**config.mk**
```make
export PLATFORM = sky130hd
export DESIGN_NAME = lnrv_icb_arbiter
export DESIGN_NICKNAME = d
export VERILOG_FILES = /design/src/rtl/lnrv_icb_arbiter.sv
export SDC_FILE = /design/constraint.sdc
export NUM_CORES = 1
export LEC_CHECK = 0
export ABC_AREA = 1
export ABC_CLOCK_PERIOD_IN_PS = 7100
export CORE_AREA = 2 2 164 166
export DETAILED_ROUTE_END_ITERATION = 8
export DIE_AREA = 0 0 166 168
export PLACE_DENSITY = 0.48
export SETUP_SLACK_MARGIN = 0.5
export SLEW_MARGIN = 20
export SYNTH_ARGS = -nofsm -noshare
export SYNTH_HDL_FRONTEND = slang
export SYNTH_SLANG_ARGS = --single-unit
```
**constraint.sdc**
```tcl
create_clock -name clk -period 7.1 [get_ports clk]
set_clock_uncertainty 0.1 [all_clocks]
set_input_delay 1.42 -clock clk [delete_from_list [all_inputs] [get_ports clk]]
set_output_delay 1.42 -clock clk [all_outputs]
set_load 0.02 [all_outputs]
```
**src/rtl/lnrv_icb_arbiter.sv**
```systemverilog
// N-to-1 ICB arbiter: round-robin command grant with stall lock, and an in-order
// outstanding-ID FIFO that steers each slave response back to its issuing master.
module lnrv_icb_arbiter #(
    parameter int P_ADDR_WIDTH = 32,
    parameter int P_DATA_WIDTH = 32,
    parameter int P_ICB_COUNT  = 3,
    parameter int P_OTS_COUNT  = 4
) (
    input  logic                                    clk,
    input  logic                                    reset,

    input  logic [P_ICB_COUNT-1:0]                  mn_icb_cmd_vld,
    output logic [P_ICB_COUNT-1:0]                  mn_icb_cmd_rdy,
    input  logic [P_ICB_COUNT-1:0]                  mn_icb_cmd_write,
    input  logic [P_ICB_COUNT*P_ADDR_WIDTH-1:0]     mn_icb_cmd_addr,
    input  logic [P_ICB_COUNT*P_DATA_WIDTH-1:0]     mn_icb_cmd_wdata,
    input  logic [P_ICB_COUNT*(P_DATA_WIDTH/8)-1:0] mn_icb_cmd_wstrb,

    output logic [P_ICB_COUNT-1:0]                  mn_icb_rsp_vld,
    input  logic [P_ICB_COUNT-1:0]                  mn_icb_rsp_rdy,
    output logic [P_ICB_COUNT*P_DATA_WIDTH-1:0]     mn_icb_rsp_rdata,
    output logic [P_ICB_COUNT-1:0]                  mn_icb_rsp_err,

    output logic                                    s_icb_cmd_vld,
    input  logic                                    s_icb_cmd_rdy,
    output logic                                    s_icb_cmd_write,
    output logic [P_ADDR_WIDTH-1:0]                 s_icb_cmd_addr,
    output logic [P_DATA_WIDTH-1:0]                 s_icb_cmd_wdata,
    output logic [P_DATA_WIDTH/8-1:0]               s_icb_cmd_wstrb,

    input  logic                                    s_icb_rsp_vld,
    output logic                                    s_icb_rsp_rdy,
    input  logic [P_DATA_WIDTH-1:0]                 s_icb_rsp_rdata,
    input  logic                                    s_icb_rsp_err
);

    localparam int SW = P_DATA_WIDTH / 8;
    localparam int IW = (P_ICB_COUNT > 1) ? $clog2(P_ICB_COUNT) : 1;
    localparam int OW = (P_OTS_COUNT > 1) ? $clog2(P_OTS_COUNT) : 1;
    localparam int CW = $clog2(P_OTS_COUNT + 1);

    localparam logic [IW-1:0] LAST_IDX  = IW'(P_ICB_COUNT - 1);
    localparam logic [OW-1:0] LAST_SLOT = OW'(P_OTS_COUNT - 1);
    localparam logic [CW-1:0] OTS_MAX   = CW'(P_OTS_COUNT);

    // Arbitration state
    logic [IW-1:0] ptr_q, ptr_d;
    logic          lock_q, lock_d;
    logic [IW-1:0] lock_idx_q, lock_idx_d;

    // Outstanding-ID FIFO state
    logic [IW-1:0] ids_q [P_OTS_COUNT];
    logic [IW-1:0] ids_d [P_OTS_COUNT];
    logic [OW-1:0] wr_ptr_q, wr_ptr_d;
    logic [OW-1:0] rd_ptr_q, rd_ptr_d;
    logic [CW-1:0] cnt_q, cnt_d;

    logic [IW-1:0] grant;
    logic [IW-1:0] head;
    logic          fifo_full;
    logic          fifo_empty;
    logic          cmd_hs;
    logic          rsp_hs;

    assign fifo_full  = (cnt_q == OTS_MAX);
    assign fifo_empty = (cnt_q == '0);
    assign head       = ids_q[rd_ptr_q];

    // Round-robin search starting at the pointer; a stalled command keeps its grant.
    always_comb begin
        logic [IW-1:0] idx;
        logic          found;
        grant = ptr_q;
        found = 1'b0;
        idx   = ptr_q;
        for (int k = 0; k < P_ICB_COUNT; k++) begin
            if (!found && mn_icb_cmd_vld[idx]) begin
                found = 1'b1;
                grant = idx;
            end
            idx = (idx == LAST_IDX) ? '0 : idx + 1'b1;
        end
        if (lock_q) begin
            grant = lock_idx_q;
        end
    end

    always_comb begin
        s_icb_cmd_write = 1'b0;
        s_icb_cmd_addr  = '0;
        s_icb_cmd_wdata = '0;
        s_icb_cmd_wstrb = '0;
        mn_icb_cmd_rdy  = '0;
        for (int i = 0; i < P_ICB_COUNT; i++) begin
            if (grant == IW'(i)) begin
                s_icb_cmd_write   = mn_icb_cmd_write[i];
                s_icb_cmd_addr    = mn_icb_cmd_addr[i*P_ADDR_WIDTH +: P_ADDR_WIDTH];
                s_icb_cmd_wdata   = mn_icb_cmd_wdata[i*P_DATA_WIDTH +: P_DATA_WIDTH];
                s_icb_cmd_wstrb   = mn_icb_cmd_wstrb[i*SW +: SW];
                mn_icb_cmd_rdy[i] = s_icb_cmd_rdy && !fifo_full;
            end
        end
    end

    assign s_icb_cmd_vld = (|mn_icb_cmd_vld) && !fifo_full;
    assign cmd_hs        = s_icb_cmd_vld && s_icb_cmd_rdy;

    // Responses go only to the master at the FIFO head; data and err are broadcast.
    always_comb begin
        mn_icb_rsp_vld = '0;
        for (int i = 0; i < P_ICB_COUNT; i++) begin
            mn_icb_rsp_vld[i] = s_icb_rsp_vld && !fifo_empty && (head == IW'(i));
        end
    end

    assign s_icb_rsp_rdy    = !fifo_empty && mn_icb_rsp_rdy[head];
    assign rsp_hs           = s_icb_rsp_vld && s_icb_rsp_rdy;
    assign mn_icb_rsp_rdata = {P_ICB_COUNT{s_icb_rsp_rdata}};
    assign mn_icb_rsp_err   = {P_ICB_COUNT{s_icb_rsp_err}};

    always_comb begin
        ptr_d      = ptr_q;
        lock_d     = lock_q;
        lock_idx_d = lock_idx_q;
        if (cmd_hs) begin
            ptr_d = (grant == LAST_IDX) ? '0 : grant + 1'b1;
        end
        // A locked master that abandons its command releases the lock.
        if (cmd_hs) begin
            lock_d = 1'b0;
        end else if (lock_q && !mn_icb_cmd_vld[lock_idx_q]) begin
            lock_d = 1'b0;
        end else if (s_icb_cmd_vld && !s_icb_cmd_rdy) begin
            lock_d     = 1'b1;
            lock_idx_d = grant;
        end
    end

    always_comb begin
        ids_d    = ids_q;
        wr_ptr_d = wr_ptr_q;
        rd_ptr_d = rd_ptr_q;
        cnt_d    = cnt_q;
        if (cmd_hs) begin
            ids_d[wr_ptr_q] = grant;
            wr_ptr_d        = (wr_ptr_q == LAST_SLOT) ? '0 : wr_ptr_q + 1'b1;
        end
        if (rsp_hs) begin
            rd_ptr_d = (rd_ptr_q == LAST_SLOT) ? '0 : rd_ptr_q + 1'b1;
        end
        case ({cmd_hs, rsp_hs})
            2'b10:   cnt_d = cnt_q + 1'b1;
            2'b01:   cnt_d = cnt_q - 1'b1;
            default: cnt_d = cnt_q;
        endcase
    end

    always_ff @(posedge clk or posedge reset) begin
        if (reset) begin
            ptr_q      <= '0;
            lock_q     <= 1'b0;
            lock_idx_q <= '0;
            wr_ptr_q   <= '0;
            rd_ptr_q   <= '0;
            cnt_q      <= '0;
            for (int i = 0; i < P_OTS_COUNT; i++) begin
                ids_q[i] <= '0;
            end
        end else begin
            ptr_q      <= ptr_d;
            lock_q     <= lock_d;
            lock_idx_q <= lock_idx_d;
            wr_ptr_q   <= wr_ptr_d;
            rd_ptr_q   <= rd_ptr_d;
            cnt_q      <= cnt_d;
            ids_q      <= ids_d;
        end
    end

endmodule

```
==> impl_metrics.yaml <==
status:
  outcome: "complete, no violations"
critical_path:
  path_buf_inv: 4
  crit_slowest_cell: "clkdlybuf4s50_1"
  critPathRequiredTime_ns: 5.58
  crit_fanout: 46
  endpoint_kind: "primary output"
  rrSetupSlack_ns: 4.33
  cp_top_family: "buffers and inverters"
  crit_top_cell: "nand3_1"
  path_cells: "clkdlybuf4s50_1, nand2_1, nand3_1, nor2_1, nand3_1, nand3_1, nand2_4, inv_2, buf_4, nand3_1, nand3_1, clkdlybuf4s50_1"
  critPathKind: "input port to primary output"
  critPathMaxStageDelay_ns: 0.62
  startpoint_type: "input port"
  arrival_ns: 4.22
clock_network:
  clk_latency_ns: 0.25
  cts_setup_buffers: 0
  cts_inserted_buffers: 3
  clock_sinks: 20
  holdBufCountCts: 0
  clkTransAtPathRegs_ns: 0.06
  ctsResizeCount: 0
  cts.path.max_buffers: 2
  cts_tree: "done"
  root_buffer: "clkbuf_16"
  htree_levels: 1
layout:
  final_nets: 1017
  final_cells: 1100
  drive_above_1_share: 0.0316
  antenna_cells: 0
  final_core_util: 0.232
  fin_area_um2: 6100
  syn2layout_area_growth_pct: 71.1
logic_synthesis:
  synthCells: 593
  syn_nets: 850
  syn_area_per_cell_um2: 6.02
  post_synth_num_cell_types: 23
  ys_seq_area_frac: 0.140
  syn-cell-area_um2: 3570
  ys_seq_elements: 20
  yosysWarnings: 0
drt:
  drc: 0
  vias: 4481
  postRouteAntennaNets: 0
  dr.first_iter.drc_count: 188
  met2_length_um: 7680
  met3_length_um: 1230
  via_per_inst: 4.07
  wl_per_cell_um: 14.2
  drt_pass1_iterations: 4
  wirelength_um: 15600
  maxUsedRoutingLayer: "met4"
  met1_length_um: 6190
sta:
  fmax_mhz: 174
  worstMarginPinSlew_ns: 0.843
  hold_viol: 0
  fin_setup_tns_ns: 0
  min_period_ns: 5.74
  post-route-period-util: 0.809
  report.final.setup_viol: 0
  slew_headroom: 0.438
  holdWs_ns: 0.400
  rsz0062_at_grt: "no"
  slew_violations: 0
placement:
  gp_congestion: 0.747
  placedCellCount: 1096
  hpwl_um: 12500
  io_buffers: 293
  placed_cell_area_um2: 6020
power_and_ir_drop:
  p_comb_frac: 0.904
  peakVddDrop_mv: 0.267
  p_leak_nw: 2.46
  powerDensity_nw_per_um2: 602
  p_seq_frac: 0.061
  p_sw_frac: 0.557
  power_frac_clock: 0.035
  intPower_mw: 1.63
  p_sw_mw: 2.05
floorplan:
  design.die.area_um2: 27900
  core-area_um2: 26400
  die_w_um: 166
  rows: 60
  start_util: 0.135
  die_h_um: 168
  ioPinCount: 426
worst_hold_path:
  hold_path_class: "flop to flop"
global_route:
  grt_pass1_wl_um: 23700
  grt_max_degree: 87
  overflow: 0
  grt_antenna_before_repair: 0
  grt_pass1_vias: 4319
  grt.total_usage: 0.104
run:
  max_cap_violations: 0
-- layout by cell type (no fill, tap or decap), types with 2 or more instances in the layout --
| cell | Yosys | routed |
|---|---|---|
| a21oi_1 | 12 | 12 |
| buf_4 | 109 | 7 |
| clkbuf_16 | 0 | 3 |
| clkdlybuf4s50_1 | 0 | 293 |
| dfrtp_1 | 20 | 20 |
| ha_1 | 6 | 6 |
| inv_1 | 27 | 27 |
| inv_2 | 4 | 4 |
| nand2_1 | 103 | 103 |
| nand2_4 | 0 | 2 |
| nand3_1 | 227 | 227 |
| nor2_1 | 20 | 20 |
| nor2_4 | 2 | 2 |
| nor3_1 | 5 | 5 |
| o21ai_0 | 16 | 16 |
| xnor2_1 | 2 | 2 |
-- synthesized netlist by cell type, drive strengths merged --
cell type  instances  area [um^2]
clkinv             1         3.75
nand3            228         1150
nor2              23          104
a21oi             12         60.1
ha                 6         75.1
o311ai             1         8.76
xnor2              2         17.5
or2                1         6.26
fa                 1         20.0
inv               31          116
buf              139          993
nor3               5         25.0
o21ai             17         85.1
nand2            106          405
dfrtp             20          500
-- layout make-up --
cell class | count | area, um^2
clock buffer | 4 | 88.8
timing repair buffer | 301 | 3010
sequential | 20 | 500
fill | 2925 | 20200
tap | 341 | 427
inverter | 32 | 120
multi-input combinational | 402 | 1960
-- cell families after synthesis --
family | share of synthesized area
and+or+nand+nor | 0.473
AOI/OAI and AO/OA | 0.0431
xor gates and xnor gates | 0.00491
buffers and inverters | 0.312
adders and majority gates | 0.0267
DFF | 0.140
-- state kept, by name (all words and copies together), names as in the netlist --
name        count
wr_ptr_q        2
rd_ptr_q        2
lock_idx_q      2
ptr_q           2
lock_q          1
cnt_q           3
ids_q           8
-- path summary, 6_finish.rpt --
path	start	to	cells after the start
worst min-delay path	cnt_q[2]	cnt_q[2]	1
worst min register to register	cnt_q[2]	cnt_q[2]	1
max in group asynchronous	reset	ids_q[7]	2
worst max-delay path	mn_icb_cmd_vld[0]	s_icb_cmd_wdata[15]	12
min in group asynchronous	reset	ptr_q[1]	2
worst max register to register	rd_ptr_q[0]	cnt_q[2]	14
-- power groups by stage --
stage,sequential [mW],clock [mW],combinational (mW)
5_1_grt,0.234,0.138,3.63
4_1_cts,0.223,0.133,3.38
3_5_place_dp,0.223,0,3.36
6_report,0.223,0.130,3.33
3_3_place_gp,0.224,0,3.39
2_1_floorplan,0.203,0,2.10
-- stage by stage --
step           power, mW  worst slack (ns)
2_1_floorplan       2.31              2.79
3_3_place_gp        3.61              1.36
3_5_place_dp        3.59              1.37
4_1_cts             3.74              1.34
5_1_grt             4.01              1.06
6_report            3.68              1.36
-- metal layers --
layer,global-route usage,up-vias
li1,-,2216
met1,0.122,2010
met2,0.188,204
met3,0.0244,51
met4,0.0336,0
met5,0,-
(Power assumes the default switching activity.)
